File: config.mk
export PLATFORM = sky130hd
export DESIGN_NAME = key_frame_transmitter
export DESIGN_NICKNAME = d
export VERILOG_FILES = /design/src/rtl/key_frame_transmitter.sv
export SDC_FILE = /design/constraint.sdc
export NUM_CORES = 1
export LEC_CHECK = 0
export BUFFER_PORTS_ARGS = -buffer_cell sky130_fd_sc_hd__clkbuf_2
export CAP_MARGIN = 20
export CELL_PAD_IN_SITES_DETAIL_PLACEMENT = 0
export CELL_PAD_IN_SITES_GLOBAL_PLACEMENT = 1
export CORE_UTILIZATION = 41
export DETAILED_ROUTE_END_ITERATION = 7
export HOLD_SLACK_MARGIN = 0.03
export PLACE_DENSITY = 0.84
export SLEW_MARGIN = 25
export SYNTH_ARGS = -nofsm -noshare
export SYNTH_HDL_FRONTEND = slang
export SYNTH_SLANG_ARGS = --single-unit
export TNS_END_PERCENT = 50
File: constraint.sdc
create_clock -name Clk -period 1.6 [get_ports Clk]
set_input_delay 0.24 -clock Clk [delete_from_list [all_inputs] [get_ports Clk]]
set_output_delay 0.24 -clock Clk [all_outputs]
set_load 0.005 [all_outputs]
File: src/rtl/key_frame_transmitter.sv
// Serial sender for the access-key frame: KEY_WIDTH secret bits (LSB first) then one MODE bit.
// Latency: first frame bit appears on the cycle after Start is sampled; all outputs registered.
// No backpressure: Start is honoured only in IDLE, never queued; Abort cuts a frame short.
//
// Ports:
//   Clk, Reset         rising-edge clock, asynchronous active-high reset
//   Start, ModeReq     frame request and the MODE bit captured with it
//   Abort              cancel the frame in progress (SEND only)
//   ValidCmd, InputKey serial frame strobe and data bit (InputKey=0 when ValidCmd=0)
//   Busy, Done         high in SEND/GAP; one-cycle pulse after a completed frame
module key_frame_transmitter #(
  parameter int                    KEY_WIDTH  = 4,
  parameter logic [KEY_WIDTH-1:0]  SECRET     = 4'b0101,
  parameter int                    GAP_CYCLES = 2
) (
  input  logic Clk,
  input  logic Reset,
  input  logic Start,
  input  logic ModeReq,
  input  logic Abort,
  output logic ValidCmd,
  output logic InputKey,
  output logic Busy,
  output logic Done
);

  localparam int CW = $clog2(KEY_WIDTH + 1);
  localparam int GW = (GAP_CYCLES > 1) ? $clog2(GAP_CYCLES) : 1;
  localparam logic [CW-1:0] LAST_BIT = CW'(KEY_WIDTH);
  localparam logic [GW-1:0] GAP_LAST = GW'(GAP_CYCLES - 1);

  typedef enum logic [1:0] {IDLE, SEND, GAP} state_t;

  state_t          state, state_nxt;
  logic [CW-1:0]   bit_cnt, bit_cnt_nxt;
  logic [GW-1:0]   gap_cnt, gap_cnt_nxt;
  logic            mode, mode_nxt;
  logic            valid_nxt, key_nxt, busy_nxt, done_nxt;
  logic [CW-1:0]   bit_inc;
  logic            secret_bit;

  assign bit_inc = bit_cnt + 1'b1;

  // Secret bit for the next frame position; bit_inc can reach LAST_BIT, which is
  // beyond the secret and is served by the captured mode instead.
  always_comb begin
    secret_bit = 1'b0;
    for (int k = 0; k < KEY_WIDTH; k++) begin
      if (bit_inc == CW'(k)) secret_bit = SECRET[k];
    end
  end

  always_comb begin
    state_nxt   = state;
    bit_cnt_nxt = bit_cnt;
    gap_cnt_nxt = gap_cnt;
    mode_nxt    = mode;
    valid_nxt   = 1'b0;
    key_nxt     = 1'b0;
    busy_nxt    = 1'b0;
    done_nxt    = 1'b0;
    case (state)
      IDLE: begin
        // Start beats a simultaneous Abort here: Abort only matters in SEND.
        if (Start) begin
          state_nxt   = SEND;
          bit_cnt_nxt = '0;
          mode_nxt    = ModeReq;
          valid_nxt   = 1'b1;
          key_nxt     = SECRET[0];
          busy_nxt    = 1'b1;
        end
      end
      SEND: begin
        busy_nxt = 1'b1;
        if (Abort || bit_cnt == LAST_BIT) begin
          // Abort wins over the last-bit edge, so Done only follows a full frame.
          state_nxt   = GAP;
          gap_cnt_nxt = '0;
          done_nxt    = !Abort;
        end else begin
          bit_cnt_nxt = bit_inc;
          valid_nxt   = 1'b1;
          key_nxt     = (bit_inc == LAST_BIT) ? mode : secret_bit;
        end
      end
      GAP: begin
        if (gap_cnt == GAP_LAST) begin
          state_nxt = IDLE;
        end else begin
          gap_cnt_nxt = gap_cnt + 1'b1;
          busy_nxt    = 1'b1;
        end
      end
      default: state_nxt = IDLE;
    endcase
  end

  always_ff @(posedge Clk or posedge Reset) begin
    if (Reset) begin
      state    <= IDLE;
      bit_cnt  <= '0;
      gap_cnt  <= '0;
      mode     <= 1'b0;
      ValidCmd <= 1'b0;
      InputKey <= 1'b0;
      Busy     <= 1'b0;
      Done     <= 1'b0;
    end else begin
      state    <= state_nxt;
      bit_cnt  <= bit_cnt_nxt;
      gap_cnt  <= gap_cnt_nxt;
      mode     <= mode_nxt;
      ValidCmd <= valid_nxt;
      InputKey <= key_nxt;
      Busy     <= busy_nxt;
      Done     <= done_nxt;
    end
  end

endmodule

* Yosys cells after proc, flatten, opt, wreduce, memory -nomap -nowiden
Cells that the tools add are included.
** Cells by class
- Add/sub/neg operators :: 2
- Reductions and logical operators :: 10
- Muxes and demuxes :: 24
- Equality and inequality tests :: 11
** Operators with widths (count)
- two-way mux 1 bit :: 13
- != test 2 bit, second input constant :: 4
- == test 3 x 2 -> 1 bit, second input constant :: 2
- == test 3 bit, second input constant :: 2
- two-way mux 2 bit :: 3
- two-way mux 3 bit :: 2
- one-hot mux 1 bit (2 select lines) :: 3
- one-hot mux 2 bit (3 select lines) :: 1
- one-hot mux 3 bit (2 select lines) :: 1
- AND reduction 3 bit :: 2
- AND reduction 2 bit :: 2
- nonzero test 2 bit :: 2
- adder 3 x 1 -> 3 bit, second input constant :: 1
- == test 3 x 1 -> 1 bit, second input constant :: 1
- logical NOT 3 bit :: 1
- one-hot mux 1 bit (3 select lines) :: 1
- == test 2 x 1 -> 1 bit, second input constant :: 1
- == test 2 bit, second input constant :: 1
- logical NOT 2 bit :: 1
- adder 1 bit, second input constant :: 1
- logical NOT 1 bit :: 1
- logical OR 1 bit :: 1
** Word-level totals
- Bits in registers :: 11
- Word-level logic and storage cells :: 55

* Logic depth before layout (Yosys ltp)
- Depth after elaboration :: 9
- Gate-level depth with buffers :: 5
- Depth with buffers taken out :: 5

* Worst setup path before layout
OpenSTA, ideal clock, no wires.
- Path type :: register to register
- Start :: register bit_cnt[0]
- End :: register bit_cnt[2]
- Cell stages (with the launch flop) :: 6
- Clock period less this slack :: 1.418 ns
- Path buffers :: 0
- Arrival time :: 1.294 ns
- Slack :: 0.182 ns
- Cells stage by stage :: dfrtp_1 -> inv_1 -> ha_1 -> a21oi_4 -> a21oi_1 -> a211o_2
** Between the ends
- Cells in the longest elaborated chain, start to end :: 4
- Elaborated cells on any way between the ends :: 7
** Ends and longest elaborated chain
- start: declaration :: line 35 : logic [CW-1:0] bit_cnt, bit_cnt_nxt;
- start signal: assignment :: line 111 : bit_cnt <= bit_cnt_nxt;
- parallel branches: the longest is 4 deep, another holds adder 3 x 1 -> 3 bit
Several ways; the timed one is not identified. The select of a mux whose other input is x is not followed.
A chain may end at the register's enable or synchronous reset.

* Final worst setup path
Same ends and word-level chain as after synthesis.

==> impl_metrics.ini <==
[yosys]
async_flop_share_pct = 100
synth-seq-cells = 11
synth-edff-count = 0
netlist.area_leader.share_pct = 44.9
synth_largest_area_cell = dfrtp_1
yosysWarnings = 0
netlist_top_cells_area = dfrtp_1 (45%), ha_1 (10%), nand2_1 (4.3%)
synth_cell_types = 24
synth_flop_cell = dfrtp_1
synth_common_cells = dfrtp_1 (11), nand2_1 (7), ha_1 (5)
avgSynthCellArea_um2 = 10.4
synthCells = 59
synth_seq_area_share_pct = 44.9
synth_nets = 69
synthesis.area_um2 = 613
yosysMostFrequentCell = dfrtp_1

[die]
initial_core_util_pct = 45.4
dieWidth_um = 40.7
io_pins = 9
dieHeight_um = 40.7
die_area_um2 = 1650
rows = 13
core_um2 = 1350

[setup_path]
path_delay_family = flip-flops
cp.arrival_ns = 1.67
cp-endpoint = bit_cnt[2]$_DFFE_PP0P_
rr_startpoint = bit_cnt[0]$_DFFE_PP0P_
slowest_delay_ns = 0.44
crit_required_ns = 1.76
reg2reg_slack_ns = 0.08
r2r_end = bit_cnt[2]$_DFFE_PP0P_
startpoint_type = flop
critical_path_class = reg2reg
path_max_fanout = 6
critPathLaunch = bit_cnt[0]$_DFFE_PP0P_
reg2reg_depth = 5
endpoint_kind = flop
cp_num_buf_inv = 1
cp_num_cells = 5
worstPathCellList = inv_1 -> ha_1 -> a211oi_2 -> and4b_1 -> a211o_2
cp_slowest_cell = dfrtp_2

[route]
drt_iter0_markers = 6
post-route-drc-count = 0
wl_mm = 1.02
ant_nets = 0
avgViaCountPerCell = 5.29
drt_first_pass_iters = 4
via_count = 450
wl_per_cell_um = 11.9

[sta]
hold_violations = 0
finalSetupViolCount = 0
fin_worst_skew_ns = 0.000545
fin_crit_sh_pct = 94.8
final_max_slew_viol_count = 0
fmax_mhz = 659
slew_headroom_pct = 71.9
fin_setup_tns_ns = 0
fin_crit_ns = 1.52
worst_pin_slew_ns = 0.422
rsz0062_at_grt = no

[pwr]
p_total_mw = 1.10
pwr_density_cell_nw_per_um2 = 1580
vdd_ir_drop_max_mv = 0.645
leakagePower_nw = 0.316

[cells_and_area]
drive_above_1_share_pct = 27.1
stdcell_area_um2 = 697
num_antenna_cells = 0
areaGrowthSynthToFinish_pct = 13.7
utilization_pct = 51.6
stdcell_count = 85
nNetsFinal = 81

[cts]
clock_sinks = 11
cts_tree = done
clock_latency_ns = 0.27
cts_buffers = 3
h-tree-depth = 1
path_clk_slew_ns = 0.06
cts_max_path_buffers = 2
root_buffer = clkbuf_4

[grt]
grt_max_degree = 13
grtUsageTotal_pct = 15.2
grt_pass1_vias = 340
grt_overflow_total = 0
antenna_found_initial = 0
grt_pass1_wl_mm = 1.53

[placement]
dp_hpwl_um = 741
place_congestion = 0.860
dp_cells = 80
place_area_um2 = 658
numPortBuffers = 8

[run]
maxCapViolCount = 0

[run_status]
status = completed

[min_path]
hold_path_class = in2reg
flip-flops by register name, summed over array words and instances (netlist names):
register  count
gap_cnt       1
state         2
bit_cnt       3
mode          1
Busy          1
ValidCmd      1
InputKey      1
Done          1
per-stage QoR:
step	hold slack, ns	setup slack [ns]
global placement	0.228	0.113
finish	0.203	0.0835
floorplan	0.0924	0.182
global route	0.192	0.0343
detailed placement	0.233	0.0752
CTS	0.195	0.0659
layout by cell type (no fill, tap or decap), types with 2 or more instances in the layout:
cell	n
dfrtp_1	9
clkbuf_2	8
nand2_1	7
ha_1	5
a21oi_1	4
inv_1	4
nor2_1	4
o211ai_1	3
clkbuf_4	3
nand2b_1	2
nand3_1	2
o21ai_0	2
dfrtp_2	2
worst min path at each step:
| stage | startpoint | end | slack [ns] | cells past startpoint |
|---|---|---|---|---|
| after floorplan | Reset | Busy$_DFF_PP0_ | 0.09 | 1 |
| after detailed placement | Reset | bit_cnt[1]$_DFFE_PP0P_ | 0.23 | 2 |
| final | Abort | Done$_DFF_PP0_ | 0.20 | 2 |
| after global placement | Reset | Busy$_DFF_PP0_ | 0.23 | 2 |
| after CTS | Abort | Done$_DFF_PP0_ | 0.20 | 2 |
| after global routing | Abort | Done$_DFF_PP0_ | 0.19 | 2 |
routing by layer:
layer	track usage, %	vias up	share of wire [%]
met3	9.78	0	6.7
met1	20.6	208	48
met2	17.9	15	45
li1	-	227	-
met5	0	-	0
met4	7.50	0	0
repair_timing:
| action | CTS | global route |
|---|---|---|
| buffers inserted | 0 | 0 |
| endpoints found under the hold margin | 11 | 0 |
| resized for setup | 0 | 2 |
| endpoints found under the setup margin | 0 | 2 |
| hold buffers | 1 | 0 |
where the power goes:
part	switching [mW]	leakage, nW	total (mW)	internal, mW
logic	0.228	0.163	0.426	0.199
clock network	0.0864	0.0150	0.183	0.0966
registers	0.104	0.138	0.493	0.389
total	0.418	0.316	1.10	0.685
cell families after synthesis:
logic type | after synthesis | synth area share (%)
simple gates | 18 | 14.5
compound gates | 16 | 21.2
flops | 11 | 44.9
buf+inv | 7 | 5.92
fa+ha+maj | 5 | 10.2
xor+xnor | 1 | 1.43
mux | 1 | 1.84
final cells by class:
type / instances / area [um^2]
clock buffer: 4 / 26.3
fill: 130 / 653
inverter: 4 / 15.0
multi-input combinational: 41 / 302
sequential: 11 / 278
tap: 15 / 18.8
timing repair buffer: 10 / 57.6
Power figures use the tool's default switching activity.
